==> src/rtl/imem_loader_arb_if.sv <==
// Bus bundle between the instruction-memory arbiter and its CPU fetch port,
// byte-stream program loader and single-port synchronous memory.
interface imem_loader_arb_if #(
    parameter int ADDR_W = 6
);
    logic [31:0]       cpu_pc;
    logic              cpu_req;
    logic              cpu_stall;
    logic              cpu_valid;
    logic [31:0]       cpu_instr;
    logic              cpu_fault;
    logic              ld_start;
    logic [ADDR_W:0]   ld_len;
    logic [7:0]        ld_byte;
    logic              ld_byte_valid;
    logic              ld_byte_ready;
    logic              ld_busy;
    logic              ld_done;
    logic [ADDR_W-1:0] mem_addr;
    logic              mem_re;
    logic              mem_we;
    logic [31:0]       mem_wdata;
    logic [31:0]       mem_rdata;

    // Arbiter side.
    modport master (
        input  cpu_pc, cpu_req, ld_start, ld_len, ld_byte, ld_byte_valid, mem_rdata,
        output cpu_stall, cpu_valid, cpu_instr, cpu_fault, ld_byte_ready, ld_busy,
               ld_done, mem_addr, mem_re, mem_we, mem_wdata
    );

    // CPU, loader and memory side.
    modport slave (
        output cpu_pc, cpu_req, ld_start, ld_len, ld_byte, ld_byte_valid, mem_rdata,
        input  cpu_stall, cpu_valid, cpu_instr, cpu_fault, ld_byte_ready, ld_busy,
               ld_done, mem_addr, mem_re, mem_we, mem_wdata
    );
endinterface

==> src/rtl/imem_loader_arb.sv <==
// Shares a single-port instruction memory between CPU fetches (1-cycle latency)
// and a loader that assembles little-endian words from a byte stream.
module imem_loader_arb #(
    parameter int          ADDR_W    = 6,
    parameter logic [31:0] NOP_INSTR = 32'hE1A00000
) (
    input logic                clk,
    input logic                reset_n,
    imem_loader_arb_if.master  bus
);
    typedef enum logic [1:0] {RUN, ASSEMBLE, WRITE, DONE} state_e;

    localparam logic [ADDR_W:0] DEPTH = {1'b1, {ADDR_W{1'b0}}};

    state_e          state_q, state_d;
    logic [ADDR_W:0] len_q, len_d;
    logic [ADDR_W:0] word_idx_q, word_idx_d;
    logic [1:0]      byte_cnt_q, byte_cnt_d;
    logic [31:0]     word_q, word_d;
    logic            valid_q, fault_q;
    logic            ready_q, busy_q, done_q, we_q;

    logic            fetch_acc;
    logic            fetch_oor;
    logic [ADDR_W:0] word_idx_inc;

    // A load request wins over a same-cycle fetch.
    assign fetch_acc    = (state_q == RUN) && bus.cpu_req && !bus.ld_start;
    assign fetch_oor    = (bus.cpu_pc[31:ADDR_W+2] != '0) || (bus.cpu_pc[1:0] != 2'b00);
    assign word_idx_inc = word_idx_q + 1'b1;

    always_comb begin
        // NOTE: every variable gets a default before the case so no path leaves
        // it unassigned, which would otherwise infer a latch.
        state_d    = state_q;
        len_d      = len_q;
        word_idx_d = word_idx_q;
        byte_cnt_d = byte_cnt_q;
        word_d     = word_q;
        unique case (state_q)
            RUN: begin
                if (bus.ld_start) begin
                    len_d      = (bus.ld_len > DEPTH) ? DEPTH : bus.ld_len;
                    word_idx_d = '0;
                    byte_cnt_d = '0;
                    word_d     = '0;
                    state_d    = (bus.ld_len == '0) ? DONE : ASSEMBLE;
                end
            end
            ASSEMBLE: begin
                if (bus.ld_byte_valid && ready_q) begin
                    word_d[{byte_cnt_q, 3'b000} +: 8] = bus.ld_byte;
                    byte_cnt_d = byte_cnt_q + 2'd1;
                    if (byte_cnt_q == 2'd3) state_d = WRITE;
                end
            end
            WRITE: begin
                word_idx_d = word_idx_inc;
                byte_cnt_d = '0;
                state_d    = (word_idx_inc == len_q) ? DONE : ASSEMBLE;
            end
            DONE:    state_d = RUN;
            default: state_d = RUN;
        endcase
    end

    // Loader-side outputs are registered copies of the next-state decode.
    always_ff @(posedge clk) begin
        // NOTE: sequential state uses non-blocking assignments so every register
        // samples the pre-edge values, independent of statement order.
        if (!reset_n) begin
            state_q    <= RUN;
            len_q      <= '0;
            word_idx_q <= '0;
            byte_cnt_q <= '0;
            word_q     <= '0;
            valid_q    <= 1'b0;
            fault_q    <= 1'b0;
            ready_q    <= 1'b0;
            busy_q     <= 1'b0;
            done_q     <= 1'b0;
            we_q       <= 1'b0;
        end else begin
            state_q    <= state_d;
            len_q      <= len_d;
            word_idx_q <= word_idx_d;
            byte_cnt_q <= byte_cnt_d;
            word_q     <= word_d;
            valid_q    <= fetch_acc;
            fault_q    <= fetch_acc && fetch_oor;
            ready_q    <= (state_d == ASSEMBLE);
            busy_q     <= (state_d != RUN);
            done_q     <= (state_d == DONE);
            we_q       <= (state_d == WRITE);
        end
    end

    always_comb begin
        bus.mem_addr = '0;
        if (state_q == RUN) bus.mem_addr = bus.cpu_pc[ADDR_W+1:2];
        else if (we_q)      bus.mem_addr = word_idx_q[ADDR_W-1:0];
    end

    assign bus.mem_re        = fetch_acc;
    assign bus.mem_we        = we_q;
    assign bus.mem_wdata     = we_q ? word_q : '0;
    assign bus.cpu_stall     = (state_q != RUN) || bus.ld_start;
    assign bus.cpu_valid     = valid_q;
    assign bus.cpu_fault     = fault_q;
    assign bus.cpu_instr     = valid_q ? (fault_q ? NOP_INSTR : bus.mem_rdata) : '0;
    assign bus.ld_byte_ready = ready_q;
    assign bus.ld_busy       = busy_q;
    assign bus.ld_done       = done_q;
endmodule

==> src/flat_wrapper.sv <==
// flat-port wrapper written by rule: the top's interface ports become plain ports
module imem_loader_arb_flat 
#(
    parameter int          ADDR_W    = 6,
    parameter logic [31:0] NOP_INSTR = 32'hE1A00000
)
  (clk, reset_n, bus_cpu_pc, bus_cpu_req, bus_ld_start, bus_ld_len, bus_ld_byte, bus_ld_byte_valid, bus_mem_rdata, bus_cpu_stall, bus_cpu_valid, bus_cpu_instr, bus_cpu_fault, bus_ld_byte_ready, bus_ld_busy, bus_ld_done, bus_mem_addr, bus_mem_re, bus_mem_we, bus_mem_wdata);
  imem_loader_arb_if #(.ADDR_W(ADDR_W)) bus_i ();
  input logic clk;
  input logic reset_n;
  input wire logic [$bits(bus_i.cpu_pc)-1:0] bus_cpu_pc;
  input wire logic [$bits(bus_i.cpu_req)-1:0] bus_cpu_req;
  input wire logic [$bits(bus_i.ld_start)-1:0] bus_ld_start;
  input wire logic [$bits(bus_i.ld_len)-1:0] bus_ld_len;
  input wire logic [$bits(bus_i.ld_byte)-1:0] bus_ld_byte;
  input wire logic [$bits(bus_i.ld_byte_valid)-1:0] bus_ld_byte_valid;
  input wire logic [$bits(bus_i.mem_rdata)-1:0] bus_mem_rdata;
  output wire logic [$bits(bus_i.cpu_stall)-1:0] bus_cpu_stall;
  output wire logic [$bits(bus_i.cpu_valid)-1:0] bus_cpu_valid;
  output wire logic [$bits(bus_i.cpu_instr)-1:0] bus_cpu_instr;
  output wire logic [$bits(bus_i.cpu_fault)-1:0] bus_cpu_fault;
  output wire logic [$bits(bus_i.ld_byte_ready)-1:0] bus_ld_byte_ready;
  output wire logic [$bits(bus_i.ld_busy)-1:0] bus_ld_busy;
  output wire logic [$bits(bus_i.ld_done)-1:0] bus_ld_done;
  output wire logic [$bits(bus_i.mem_addr)-1:0] bus_mem_addr;
  output wire logic [$bits(bus_i.mem_re)-1:0] bus_mem_re;
  output wire logic [$bits(bus_i.mem_we)-1:0] bus_mem_we;
  output wire logic [$bits(bus_i.mem_wdata)-1:0] bus_mem_wdata;
  assign bus_i.cpu_pc = bus_cpu_pc;
  assign bus_i.cpu_req = bus_cpu_req;
  assign bus_i.ld_start = bus_ld_start;
  assign bus_i.ld_len = bus_ld_len;
  assign bus_i.ld_byte = bus_ld_byte;
  assign bus_i.ld_byte_valid = bus_ld_byte_valid;
  assign bus_i.mem_rdata = bus_mem_rdata;
  assign bus_cpu_stall = bus_i.cpu_stall;
  assign bus_cpu_valid = bus_i.cpu_valid;
  assign bus_cpu_instr = bus_i.cpu_instr;
  assign bus_cpu_fault = bus_i.cpu_fault;
  assign bus_ld_byte_ready = bus_i.ld_byte_ready;
  assign bus_ld_busy = bus_i.ld_busy;
  assign bus_ld_done = bus_i.ld_done;
  assign bus_mem_addr = bus_i.mem_addr;
  assign bus_mem_re = bus_i.mem_re;
  assign bus_mem_we = bus_i.mem_we;
  assign bus_mem_wdata = bus_i.mem_wdata;
  imem_loader_arb #(.ADDR_W(ADDR_W), .NOP_INSTR(NOP_INSTR)) u_core (.clk(clk), .reset_n(reset_n), .bus(bus_i));
endmodule
==> config.mk <==
export PLATFORM = sky130hd
export DESIGN_NAME = imem_loader_arb_flat
export DESIGN_NICKNAME = d
export VERILOG_FILES = /design/src/rtl/imem_loader_arb_if.sv /design/src/rtl/imem_loader_arb.sv /design/src/flat_wrapper.sv
export SDC_FILE = /design/constraint.sdc
export NUM_CORES = 1
export LEC_CHECK = 0
export BUFFER_PORTS_ARGS = -buffer_cell sky130_fd_sc_hd__buf_2
export CAP_MARGIN = 20
export CORE_ASPECT_RATIO = 2
export CORE_MARGIN = 5
export CORE_UTILIZATION = 45
export DETAILED_ROUTE_END_ITERATION = 10
export HOLD_SLACK_MARGIN = 0.1
export PLACE_DENSITY = 0.85
export REMOVE_ABC_BUFFERS = 1
export SLEW_MARGIN = 40
export SYNTH_ARGS = -nofsm -noshare
export SYNTH_HDL_FRONTEND = slang
export SYNTH_SLANG_ARGS = --single-unit
export TNS_END_PERCENT = 100
==> constraint.sdc <==
create_clock -name clk -period 2.35 [get_ports clk]
set_input_delay 0.47 -clock clk [delete_from_list [all_inputs] [get_ports clk]]
set_output_delay 0.47 -clock clk [all_outputs]
set_load 0.03 [all_outputs]
Word-level counts from Yosys, hierarchy flattened
Index checks and enable logic that the tools add are counted.
{"block": "classes", "addsub": 3, "magnitude_cmp": 1, "eq_ne": 10, "shifts": 2, "muxes": 21, "reduce_logical": 20}
{"op": "$mux W32", "n": 5}
{"op": "$pmux W32 S2", "n": 1}
{"op": "$bwmux W32", "n": 1}
{"op": "$shift A8 B7 Y32 const A", "n": 1}
{"op": "$shiftx A8 B7 Y32", "n": 1}
{"op": "$reduce_bool A24 Y1", "n": 1}
{"op": "$mux W2", "n": 7}
{"op": "$mux W7", "n": 2}
{"op": "$pmux W7 S2", "n": 1}
{"op": "$mux W6", "n": 2}
{"op": "$eq A2 B2 Y1 const B", "n": 5}
{"op": "$reduce_bool A2 Y1", "n": 5}
{"op": "$pmux W2 S4", "n": 1}
{"op": "$add A7 B1 Y7 const B", "n": 1}
{"op": "$eq A7 B7 Y1", "n": 1}
{"op": "$gt A7 B7 Y1 const B", "n": 1}
{"op": "$logic_not A7 Y1", "n": 1}
{"op": "$neg A5 Y7", "n": 1}
{"op": "$pmux W2 S3", "n": 1}
{"op": "$reduce_and A3 Y1", "n": 2}
{"op": "$eq A2 B1 Y1 const B", "n": 2}
{"op": "$logic_and A1 B1 Y1", "n": 4}
{"op": "$reduce_and A2 Y1", "n": 2}
{"op": "$reduce_bool A3 Y1", "n": 1}
{"op": "6 further kinds", "n": 7}
{"block": "word_totals", "ff_bits": 56, "input_bits": 84, "out_inout_bits": 78, "word_cells": 68}

Logic depth before layout (Yosys ltp)
{"block": "depth", "word_depth": 5, "depth_mapped": 6, "mapped_depth_nobuf": 6}

Worst setup path after synthesis
OpenSTA, ideal clock, no wires.
{"block": "synth_path", "path_type": "register to output", "from": "reg u_core.state_q[1]", "to": "out bus_mem_addr[1]", "arrival_time_ns": 1.665, "required_ns": 1.880, "slack_ns": 0.215, "stages_incl_launch_ff": 6, "n_path_buf": 3, "path_cell_list": "dfxtp_1 > buf_2 > buf_2 > nor2_1 > clkbuf_1 > o21ai_0"}
{"block": "synth_via", "elab_chain_len": 2}
{"item": "start, declared", "line_no": "imem_loader_arb.sv:15", "text": "state_e state_q, state_d;"}
{"item": "start signal, assigned", "line_no": "imem_loader_arb.sv:84", "text": "state_q <= state_d;"}
{"item": "$logic_not A2 Y1", "line_no": "imem_loader_arb.sv:100", "text": "if (state_q == RUN) bus.mem_addr = bus.cpu_pc[ADDR_W+1:2];"}
{"item": "$mux W6", "line_no": "imem_loader_arb.sv:100"}
{"item": "end, declared", "line_no": "flat_wrapper.sv:25", "text": "output wire logic [$bits(bus_i.mem_addr)-1:0] bus_mem_addr;"}
Every way passes these cells.

Worst setup path in the final report
{"block": "layout_path", "from": "reg u_core.state_q[0]", "to": "out bus_mem_addr[3]"}
The elaborated chain is that of the path after synthesis.

==> impl_metrics.json <==
{
  "status": "finished, final reports clean",
  "cpMaxStageDelayCell": "dfxtp_1",
  "r2r_start": "u_core.byte_cnt_q[0]",
  "min_period_over_period": 0.8906,
  "rr_worst_depth": 6,
  "crit_required_ps": 1880,
  "gr-usage-met1": 0.2103,
  "grt_pass1_wl_mm": 16.17,
  "holdPathEnd": "u_core.bus.cpu_valid",
  "hpwl_mm": 7.804,
  "post-route-min-period_ps": 2093,
  "die_y_um": 131.3,
  "fp-row-count": 44,
  "drc": 0,
  "cts_buffers": 5,
  "placed_area_sq_um": 4183,
  "p_total_uw": 2173,
  "cap_violations": 0,
  "leakage_uw": 0.001993,
  "worst-path-buf-inv": 1,
  "tightest_slew_ps": 600.6,
  "crit_family": "flip-flops",
  "rsz0062_at_grt": "false",
  "cts_root_buf": "clkbuf_16",
  "cts_tree": "yes",
  "clk_latency_ps": 300,
  "avgViaCountPerCell": 5.217,
  "utilization": 0.6043,
  "design_area_sq_um": 4358,
  "async_reset_ff_frac": 0,
  "path_cells": "nor2_2, o21ai_0, buf_2",
  "max_stage_delay_ps": 700,
  "finClkSkew_ps": 5.056,
  "vdd_drop_max_mv": 0.5145,
  "cp-start-kind": "flop",
  "synthFlopType": "dfxtp_1",
  "endpoint_kind": "output pin",
  "vias": 3417,
  "routed_wl_mm": 9.827,
  "htreeDepth": 2,
  "drt-initial-drc-count": 139,
  "dr.pass1.iters": 4,
  "synth-edff-count": 0,
  "hold_viol_final": 0,
  "place_congestion": 0.8879,
  "wire_per_inst_um": 15.00,
  "syn-cell-area_sq_um": 3313,
  "rrSetupSlack_ps": 290,
  "cts_hold_buffers": 0,
  "syn_area_per_cell_sq_um": 8.101,
  "use_met2": 0.3998,
  "ys_ff_latch": 56,
  "grtUsageMet3": 0.04587,
  "setup-violations-final": 0,
  "clock-sinks": 56,
  "syn_to_final_growth_pct": 31.53,
  "io_pins": 162,
  "crit_path_max_fanout": 16,
  "hp-class": "in -> reg",
  "timing.hold.ws_ps": 438.9,
  "nets": 651,
  "overflow": 0,
  "r2r-end": "u_core.word_q[11]",
  "antenna_found_initial": 0,
  "grt_max_degree": 33,
  "core-area_sq_um": 7212,
  "relSlewSlack": 0.5990,
  "max_freq_mhz": 477.8,
  "grt-busiest-layer": "met2",
  "dieArea_sq_um": 9283,
  "die_x_um": 70.68,
  "hold_depth": 2,
  "synth.distinct_cells": 53,
  "p_per_area_nw_per_um2": 498.7,
  "grt_pass1_vias": 3409,
  "drv_slew": 0,
  "drive_above_1_share": 0.3535,
  "cts_setup_buffers": 0,
  "antenna_cells": 0,
  "start_util": 0.4594,
  "min-delay-start": "bus_cpu_req",
  "ant_nets": 0,
  "path_class": "reg -> out",
  "critPathArrivalTime_ps": 1620,
  "path_clk_slew_ps": 70,
  "clockBufferDepth": 2,
  "fin_setup_tns_ps": 0,
  "crit_path_start": "u_core.state_q[0]",
  "cts-resized-gates": 0,
  "postSynthCellCount": 409,
  "yosysSeqAreaShare": 0.3384,
  "track_usage": 0.2114,
  "yosys_warnings": 0,
  "io_buffers": 161
}
[cell families (layout without fill, tap and decap cells)]
logic type | count (synthesis) | count (layout) | synth area share
simple gates | 228 | 228 | 0.3912
xor+xnor | 5 | 5 | 0.01322
compound gates | 86 | 86 | 0.1926
flops | 56 | 56 | 0.3384
mux | 3 | 3 | 0.009818
fa+ha+maj | 5 | 5 | 0.01888
buf+inv | 26 | 180 | 0.03587
[layout by cell type, fill, tap and decap left out, drive strengths merged, types with 2 or more instances in the layout]
cell type,synthesis,final
xnor2,3,3
a21boi,43,43
nor3,5,5
and2,68,68
clkinv,0,2
a21o,4,4
dfxtp,56,56
nand3b,6,6
nand4,2,2
inv,4,4
nand2,68,68
nand2b,2,2
nor2,9,9
ha,5,5
o21ai,13,13
mux2,2,2
a21oi,6,6
nor2b,7,7
nand4b,2,2
nor4,11,11
a22oi,4,4
xor2,2,2
buf,8,168
nand3,36,36
and3,6,6
a31oi,3,3
o21a,7,7
o31ai,2,2
clkbuf,14,5
o22ai,2,2
[registers in the layout (all words and copies together) (netlist names)]
signal,cells
u_core.bus.cpu_fault,1
u_core.bus.cpu_valid,1
u_core.bus.ld_busy,1
u_core.bus.ld_byte_ready,1
u_core.bus.ld_done,1
u_core.bus.mem_we,1
u_core.byte_cnt_q,2
u_core.len_q,7
u_core.state_q,2
u_core.word_idx_q,7
u_core.word_q,32
[through the flow]
stage | worst slack, ps | cells
finish | 257.1 | 655
global placement | 425.9 | 647
floorplan | 37.34 | 387
global route | 70.14 | 655
detailed placement | 327.2 | 647
CTS | 117.2 | 655
[final cells by class]
class                           count  area, sq um
Tap cell                           92        115.1
Inverter                            4        15.01
Clock inverter                      3        47.55
Fill cell                         676         2854
Sequential cell                    56         1121
Clock buffer                        5        125.1
Timing Repair Buffer              168        858.3
Multi-Input combinational cell    327         2076
[worst max path at each step]
stage,to,slack (ps),cells after the start
floorplan,bus_mem_addr[0],40,2
global placement,u_core.word_q[22],430,6
detailed placement,u_core.word_q[19],330,6
CTS,bus_mem_addr[3],120,4
global route,u_core.word_q[23],70,6
finish,bus_mem_addr[3],260,3
[power by group]
part	switching (uW)	internal, uW
logic	200	132
clock network	351	507
registers	19.7	964
[routing by layer]
layer	part of all wire	up-vias
met5	0	-
li1	-	1710
met2	0.54	143
met1	0.35	1540
met3	0.077	24
met4	0.039	0
[cell usage after synthesis (3+ instances only)]
master	n	area share
dfxtp_1	56	0.34
a21boi_1	24	0.054
and2_1	65	0.12
nand3_1	35	0.053
a21boi_0	19	0.043
nor2b_1	7	0.013
inv_1	3	0.0034
ha_1	5	0.019
nor2_1	8	0.0091
xnor2_1	3	0.0079
and3_1	3	0.0057
nand2_1	68	0.077
nor4_1	8	0.015
nor4_4	3	0.019
clkbuf_1	14	0.016
a22oi_1	4	0.0091
a21o_1	4	0.0091
a21oi_4	3	0.015
and3_2	3	0.0068
o21a_1	7	0.016
buf_2	5	0.0076
nand3b_1	6	0.014
nor3_1	5	0.0076
o21ai_0	13	0.020
a31oi_1	3	0.0057
[worst reg2reg max path, cell delays in order, from the launching register on]
cell	delay, ps
dfxtp_1	560
inv_2	140
ha_1	470
nand2_1	140
nor4_4	360
nand3_1	130
a21boi_1	180
(Power assumes the default switching activity.)
